File: config.mk
export PLATFORM = sky130hd
export DESIGN_NAME = fault_diagnoser
export DESIGN_NICKNAME = d
export VERILOG_FILES = /design/src/rtl/fault_pkg.sv /design/src/rtl/fd_bit_tracker.sv /design/src/rtl/fault_diagnoser.sv
export SDC_FILE = /design/constraint.sdc
export NUM_CORES = 1
export LEC_CHECK = 0
export CAP_MARGIN = 20
export CORE_ASPECT_RATIO = 1.1
export CORE_MARGIN = 5
export CORE_UTILIZATION = 55
export DETAILED_ROUTE_END_ITERATION = 6
export GPL_TIMING_DRIVEN = 0
export PLACE_DENSITY = 0.85
export SETUP_SLACK_MARGIN = 0.4
export SYNTH_ARGS = -nofsm -noshare
export SYNTH_HDL_FRONTEND = slang
export SYNTH_SLANG_ARGS = --single-unit
export TNS_END_PERCENT = 5
File: constraint.sdc
create_clock -name clk -period 4.9 [get_ports clk]
set_clock_uncertainty 0.1 [all_clocks]
set_input_delay 1.47 -clock clk [delete_from_list [all_inputs] [get_ports clk]]
set_output_delay 1.47 -clock clk [all_outputs]
set_load 0.01 [all_outputs]
File: src/rtl/fault_pkg.sv
// Shared types and constants for the fault diagnoser: fault-type encoding,
// diagnosis status codes and controller states.
package fault_pkg;

  localparam int DATA_W = 8;
  localparam int LOC_W  = 3;

  // Matches the encoding the fault injector uses for f_type.
  typedef enum logic [1:0] {
    F_NONE = 2'b00,
    F_SA0  = 2'b01,
    F_SA1  = 2'b10,
    F_FLIP = 2'b11
  } f_type_t;

  typedef enum logic [1:0] {
    DS_NO_FAULT  = 2'b00,
    DS_SINGLE    = 2'b01,
    DS_MULTI     = 2'b10,
    DS_AMBIGUOUS = 2'b11
  } diag_status_t;

  typedef enum logic [1:0] {
    IDLE,
    COLLECT,
    SCAN,
    REPORT
  } fd_state_t;

endpackage

File: src/rtl/fd_bit_tracker.sv
// Sticky evidence for one output bit across a sample window, plus the
// combinational classification of that evidence into a fault class.
module fd_bit_tracker
  import fault_pkg::*;
(
  input  logic       clk,
  input  logic       reset,
  input  logic       clear,
  input  logic       sample_en,
  input  logic       exp_b,
  input  logic       obs_b,
  output logic       faulty,
  output logic       unresolved,
  output logic [1:0] ftype
);

  logic s0, s1, m0, m1, k0, k1;
  logic is_sa0, is_sa1, is_flip;

  // NOTE: sequential state is written with non-blocking assignments so every
  // flop samples the pre-edge values regardless of statement order.
  always_ff @(posedge clk) begin
    if (reset || clear) begin
      s0 <= 1'b0;
      s1 <= 1'b0;
      m0 <= 1'b0;
      m1 <= 1'b0;
      k0 <= 1'b0;
      k1 <= 1'b0;
    end else if (sample_en) begin
      if (exp_b) begin
        s1 <= 1'b1;
        if (obs_b) k1 <= 1'b1;
        else       m1 <= 1'b1;
      end else begin
        s0 <= 1'b1;
        if (obs_b) m0 <= 1'b1;
        else       k0 <= 1'b1;
      end
    end
  end

  // Anything faulty that fits none of the three clean signatures is either
  // intermittent or lacks the opposite expected value to tell SA from FLIP.
  always_comb begin
    is_sa1     = m0 & ~k0 & ~m1 & s1;
    is_sa0     = m1 & ~k1 & ~m0 & s0;
    is_flip    = m0 & m1 & ~k0 & ~k1;
    faulty     = m0 | m1;
    unresolved = faulty & ~(is_sa0 | is_sa1 | is_flip);
    ftype      = F_NONE;
    if (is_sa0)       ftype = F_SA0;
    else if (is_sa1)  ftype = F_SA1;
    else if (is_flip) ftype = F_FLIP;
  end

endmodule

File: src/rtl/fault_diagnoser.sv
// Infers the injected fault from (expected, observed) sample pairs over a window.
// Optional FD_FIRST_ERR_LOG_EN adds a log of the first mismatching sample.
module fault_diagnoser
  import fault_pkg::*;
#(
  parameter int WINDOW = 64,
  parameter int CNT_W  = 16
) (
  input  logic              clk,
  input  logic              reset,
  input  logic              start,
  input  logic              in_valid,
  output logic              in_ready,
  input  logic [DATA_W-1:0] exp_y,
  input  logic [DATA_W-1:0] obs_y,
  output logic              diag_valid,
  input  logic              diag_ack,
  output logic [LOC_W-1:0]  diag_loc,
  output logic [1:0]        diag_type,
  output logic [1:0]        diag_status,
  output logic [CNT_W-1:0]  err_count
`ifdef FD_FIRST_ERR_LOG_EN
  ,
  output logic [CNT_W-1:0]  first_err_idx,
  output logic [DATA_W-1:0] first_err_vec,
  output logic              first_err_seen
`endif
);

  localparam logic [CNT_W-1:0] LAST_IDX = CNT_W'(WINDOW - 1);
  localparam logic [LOC_W-1:0] LAST_BIT = LOC_W'(DATA_W - 1);

  fd_state_t         state, next_state;
  logic [CNT_W-1:0]  sample_cnt;
  logic [LOC_W-1:0]  scan_idx;
  logic [1:0]        nfault, nfault_nxt;
  logic [LOC_W-1:0]  sel_loc, loc_nxt;
  logic [1:0]        sel_type, type_nxt;
  logic              sel_unres, unres_nxt;
  logic [1:0]        status_nxt;
  logic              accept, clear_ev, last_accept;
  logic              cur_faulty, cur_unres;
  logic [1:0]        cur_type;

  logic [DATA_W-1:0] bit_faulty, bit_unres;
  logic [1:0]        bit_type [DATA_W];

  assign in_ready    = (state == COLLECT);
  assign diag_valid  = (state == REPORT);
  assign accept      = in_valid & in_ready;
  assign clear_ev    = (state == IDLE) & start;
  assign last_accept = accept & (sample_cnt == LAST_IDX);

  for (genvar g = 0; g < DATA_W; g++) begin : g_trk
    fd_bit_tracker u_trk (
      .clk        (clk),
      .reset      (reset),
      .clear      (clear_ev),
      .sample_en  (accept),
      .exp_b      (exp_y[g]),
      .obs_b      (obs_y[g]),
      .faulty     (bit_faulty[g]),
      .unresolved (bit_unres[g]),
      .ftype      (bit_type[g])
    );
  end

  always_ff @(posedge clk) begin
    if (reset) state <= IDLE;
    else       state <= next_state;
  end

  // NOTE: every always_comb output gets a default first so no path can leave
  // it unassigned and infer a latch.
  always_comb begin
    next_state = state;
    case (state)
      IDLE:    if (start) next_state = COLLECT;
      COLLECT: if (last_accept) next_state = SCAN;
      SCAN:    if (scan_idx == LAST_BIT) next_state = REPORT;
      REPORT:  if (diag_ack) next_state = IDLE;
      default: next_state = IDLE;
    endcase
  end

  // Scan step: the first faulty bit seen fixes loc/type; nfault saturates at 2.
  always_comb begin
    cur_faulty = bit_faulty[scan_idx];
    cur_unres  = bit_unres[scan_idx];
    cur_type   = bit_type[scan_idx];
    nfault_nxt = nfault;
    loc_nxt    = sel_loc;
    type_nxt   = sel_type;
    unres_nxt  = sel_unres;
    if (cur_faulty) begin
      if (nfault == 2'd0) begin
        loc_nxt   = scan_idx;
        type_nxt  = cur_unres ? F_NONE : cur_type;
        unres_nxt = cur_unres;
      end
      if (nfault != 2'd2) nfault_nxt = nfault + 2'd1;
    end
    if (nfault_nxt == 2'd0)      status_nxt = DS_NO_FAULT;
    else if (nfault_nxt == 2'd1) status_nxt = unres_nxt ? DS_AMBIGUOUS : DS_SINGLE;
    else                         status_nxt = DS_MULTI;
  end

  always_ff @(posedge clk) begin
    if (reset) begin
      sample_cnt  <= '0;
      err_count   <= '0;
      scan_idx    <= '0;
      nfault      <= '0;
      sel_loc     <= '0;
      sel_type    <= '0;
      sel_unres   <= 1'b0;
      diag_loc    <= '0;
      diag_type   <= '0;
      diag_status <= '0;
    end else begin
      if (clear_ev) begin
        sample_cnt <= '0;
        err_count  <= '0;
        scan_idx   <= '0;
        nfault     <= '0;
        sel_loc    <= '0;
        sel_type   <= '0;
        sel_unres  <= 1'b0;
      end
      if (accept) begin
        sample_cnt <= sample_cnt + CNT_W'(1);
        if ((exp_y != obs_y) && (err_count != '1))
          err_count <= err_count + CNT_W'(1);
      end
      if (state == SCAN) begin
        scan_idx  <= scan_idx + LOC_W'(1);
        nfault    <= nfault_nxt;
        sel_loc   <= loc_nxt;
        sel_type  <= type_nxt;
        sel_unres <= unres_nxt;
        if (scan_idx == LAST_BIT) begin
          diag_loc    <= loc_nxt;
          diag_type   <= type_nxt;
          diag_status <= status_nxt;
        end
      end
    end
  end

`ifdef FD_FIRST_ERR_LOG_EN
  always_ff @(posedge clk) begin
    if (reset || clear_ev) begin
      first_err_idx  <= '0;
      first_err_vec  <= '0;
      first_err_seen <= 1'b0;
    end else if (accept && (exp_y != obs_y) && !first_err_seen) begin
      first_err_idx  <= sample_cnt;
      first_err_vec  <= exp_y ^ obs_y;
      first_err_seen <= 1'b1;
    end
  end
`endif

endmodule

==> flow_metrics.py <==
metrics = {
    "run_status": {
        "run_status": "finished, final reports clean",
    },
    "power_and_ir_drop": {
        "leakage_nw": 2.11,
        "powerDensity_mw_per_mm2": 326,
        "max-vdd-ir-drop_uv": 194,
    },
    "sta": {
        "final.period_utilization": 0.847,
        "totalNegativeSetupSlack_ns": 0,
        "fin_hold_viols": 0,
        "clock.fmax_mhz": 241,
        "fin_hold_ws_ns": 0.377,
        "rsz0062_at_grt": "no",
        "timing.final.setup_violations": 0,
        "relSlewSlack": 0.515,
        "time_the_worst_path_needs_with_i_o_delays_and_setup_ns": 4.15,
        "timing.final.max_slew_violations": 0,
        "worstMarginPinSlew_ns": 0.725,
    },
    "layout": {
        "register_area_mm2": 0.00200,
        "share_of_post_route_cells_with_drive_strength_above_1": 0.0388,
        "fillCellCount": 780,
        "final_cell_area_mm2": 0.00590,
        "mostFrequentLayoutCells": "sky130_fd_sc_hd__nor2_1 (103), sky130_fd_sc_hd__dfxtp_1 (100), sky130_fd_sc_hd__a21oi_1 (71)",
        "insertedDiodeCount": 0,
        "combined_area_of_the_multi_input_logic_cells_mm2": 0.00287,
        "fin_cells": 812,
        "most_common_cell_after_layout_fill_and_taps_aside": "sky130_fd_sc_hd__nor2_1",
        "area_delta_synth_final_pct": 15.1,
        "layout.core_utilization": 0.640,
        "nNetsFinal": 754,
    },
    "floorplanning": {
        "die_w_um": 102,
        "design.core.area_mm2": 0.00921,
        "boundaryPins": 46,
        "die_height_um": 111,
        "floorplan.die_area_mm2": 0.0113,
        "placement_rows": 37,
        "start_util": 0.556,
    },
    "placed_design": {
        "gpl.final_weighted_congestion": 0.877,
        "place_hpwl_mm": 9.32,
        "post-place-cells": 796,
        "io_buffer_count": 44,
        "placement.cell_area_mm2": 0.00571,
    },
    "clocking": {
        "maximum_buffer_depth_of_the_clock_tree": 2,
        "ctsHtreeMaxLevel": 3,
        "clk_pin_slew_worst_paths_ns": 0.09,
        "clk-insertion-delay-late_ns": 0.38,
        "clock_tree_from_tritoncts": "built",
        "cts_resized": 0,
        "post-cts-setup-buffer-count": 0,
        "cts_made_buffers": 9,
        "tritoncts_sink_count": 100,
        "cts_root_buffer": "sky130_fd_sc_hd__clkbuf_8",
        "cts_hold_buffers": 0,
    },
    "synthesis": {
        "synth_top_family_by_area": "compound AO/OA/AOI/OAI gates",
        "synth.net_count": 699,
        "postSynth.topFlopCell": "sky130_fd_sc_hd__dfxtp_1",
        "postSynthCellCount": 635,
        "post_synth_instance_area_mm2": 0.00512,
        "synth-edff-count": 0,
        "synth-seq-cells": 100,
        "synth_mux_area_frac": 0.0293,
        "synth_compound_area_frac": 0.214,
        "synth-adder-area-share": 0.105,
        "synth_area_per_cell_um2": 8.07,
        "synthSimpleGateAreaFrac": 0.201,
        "synthesis.yosys.warnings": 0,
        "synthArstFlopShare": 0,
        "synth_sequential_area_ratio": 0.391,
        "synth_xor_xnor_area_share": 0.0103,
        "yosys.cell_types.count": 49,
    },
    "setup_path": {
        "worst-r2r-cell-count": 7,
        "worstPathMaxFanout": 10,
        "worst_r2r_endpoint": "err_count[15]",
        "worstSetupPathType": "primary input to register",
        "worst_ep_required_time_ns": 5.10,
        "worstPathArrival_ns": 4.35,
        "critical_path.reg2reg.startpoint": "err_count[7]",
        "rrSetupSlack_ns": 2.43,
        "startpoint_type": "primary input",
        "endpoint_kind": "register",
    },
    "detailed_routing": {
        "initialDrtViolationCount": 461,
        "route.detailed.drc": 0,
        "ant_nets": 0,
        "wl_per_cell_um": 15.6,
        "detail_route.vias_per_cell": 5.97,
        "detailedRoute.firstPassIterationCount": 5,
        "wirelength_routed_mm": 12.6,
        "vias": 4844,
    },
    "global_route": {
        "globalRoute.busiestLayer": "met2",
        "grt_antenna_before_repair": 0,
        "grtUsageMet2": 0.370,
        "globalRouteMet3Util": 0.0302,
        "first_pass_grt_wire_length_mm": 21.0,
        "grtUsageTotal": 0.226,
        "grt_util_met1": 0.295,
        "grt_start_max_net_pins": 16,
        "globalRouteOverflowTotal": 0,
        "via_count_of_the_first_global_routing_pass": 4546,
    },
    "worst_hold_path": {
        "min_delay_worst_endpoint": "g_trk[2].u_trk.s0",
        "hold_path_class": "register to register",
        "hold_depth": 2,
        "min-delay-start": "g_trk[2].u_trk.s0",
    },
    "job": {
        "max_cap_violations": 0,
    },
}
==> worst max-delay path by stage <==
| stage | startpoint | to | cells past startpoint |
|---|---|---|---|
| floorplan | exp_y[0] | err_count[8] | 9 |
| global placement | exp_y[4] | err_count[8] | 10 |
| detailed placement | exp_y[4] | err_count[8] | 10 |
| CTS | exp_y[4] | err_count[8] | 10 |
| global route | exp_y[4] | err_count[8] | 10 |
| finish | exp_y[4] | err_count[8] | 10 |
==> where the power goes <==
part	switching, mW	internal [mW]	total, mW
Clock	0.280	0.226	0.505
Combinational	0.349	0.179	0.528
Sequential	0.0388	0.852	0.891
==> flip-flops by register name, indices dropped and copies added, names as in the netlist, 8 cells and up <==
name,cells
err_count,16
sample_cnt,16
g_trk.u_trk.k0,8
g_trk.u_trk.k1,8
g_trk.u_trk.m0,8
g_trk.u_trk.m1,8
g_trk.u_trk.s0,8
g_trk.u_trk.s1,8
==> area by class of cell <==
type | count | share of cell area
Buffer | 28 | 0.0191
Clock buffer | 13 | 0.0286
Clock inverter | 3 | 0.00339
Inverter | 36 | 0.0233
Multi-Input combinational cell | 471 | 0.487
Sequential cell | 100 | 0.339
Tap cell | 117 | 0.0248
Timing Repair Buffer | 44 | 0.0747
==> critical path, cell delays in order <==
cell and delay (ns):
sky130_fd_sc_hd__clkdlybuf4s50_1 0.53, sky130_fd_sc_hd__inv_1 0.10, sky130_fd_sc_hd__ha_1 0.33, sky130_fd_sc_hd__nor4_1 0.57, sky130_fd_sc_hd__a21oi_1 0.22, sky130_fd_sc_hd__o21ai_1 0.29, sky130_fd_sc_hd__and2_1 0.20, sky130_fd_sc_hd__clkbuf_1 0.37
sky130_fd_sc_hd__o21ai_0 0.16, sky130_fd_sc_hd__o31ai_1 0.08
==> layer usage <==
metal	up-vias	routed length (um)
li1	2353	-
met1	2301	5690
met2	161	6020
met3	29	617
met4	0	307
met5	-	0
==> metrics by stage <==
step	power [mW]	setup slack, ns
6_report	1.92	0.749
5_1_grt	2.03	0.575
4_1_cts	1.93	0.841
3_5_place_dp	1.42	0.456
3_3_place_gp	1.40	0.565
2_1_floorplan	1.26	1.76
==> synthesized netlist by cell type (all sizes together), types with 8 or more instances <==
| master | instances | area, um^2 |
|---|---|---|
| a22oi | 8 | 60.1 |
| nand3 | 18 | 90.1 |
| clkbuf | 26 | 97.6 |
| and3 | 10 | 62.6 |
| mux2 | 8 | 90.1 |
| nand4 | 11 | 68.8 |
| inv | 36 | 138 |
| a21oi | 71 | 355 |
| nand2 | 44 | 165 |
| nor3 | 15 | 75.1 |
| dfxtp | 100 | 2000 |
| a211oi | 14 | 105 |
| o21bai | 12 | 90.1 |
| ha | 43 | 538 |
| a2111oi | 10 | 87.6 |
| nor2 | 103 | 387 |
| o21ai | 37 | 185 |
==> cells by family (layout without fill, tap and decap cells) <==
logic type | Yosys count | after routing
flops | 100 | 100
buf+inv | 64 | 124
fa+ha+maj | 43 | 43
simple gates | 228 | 228
xor+xnor | 6 | 6
mux | 14 | 14
compound gates | 180 | 180
Power figures use the tool's default switching activity.
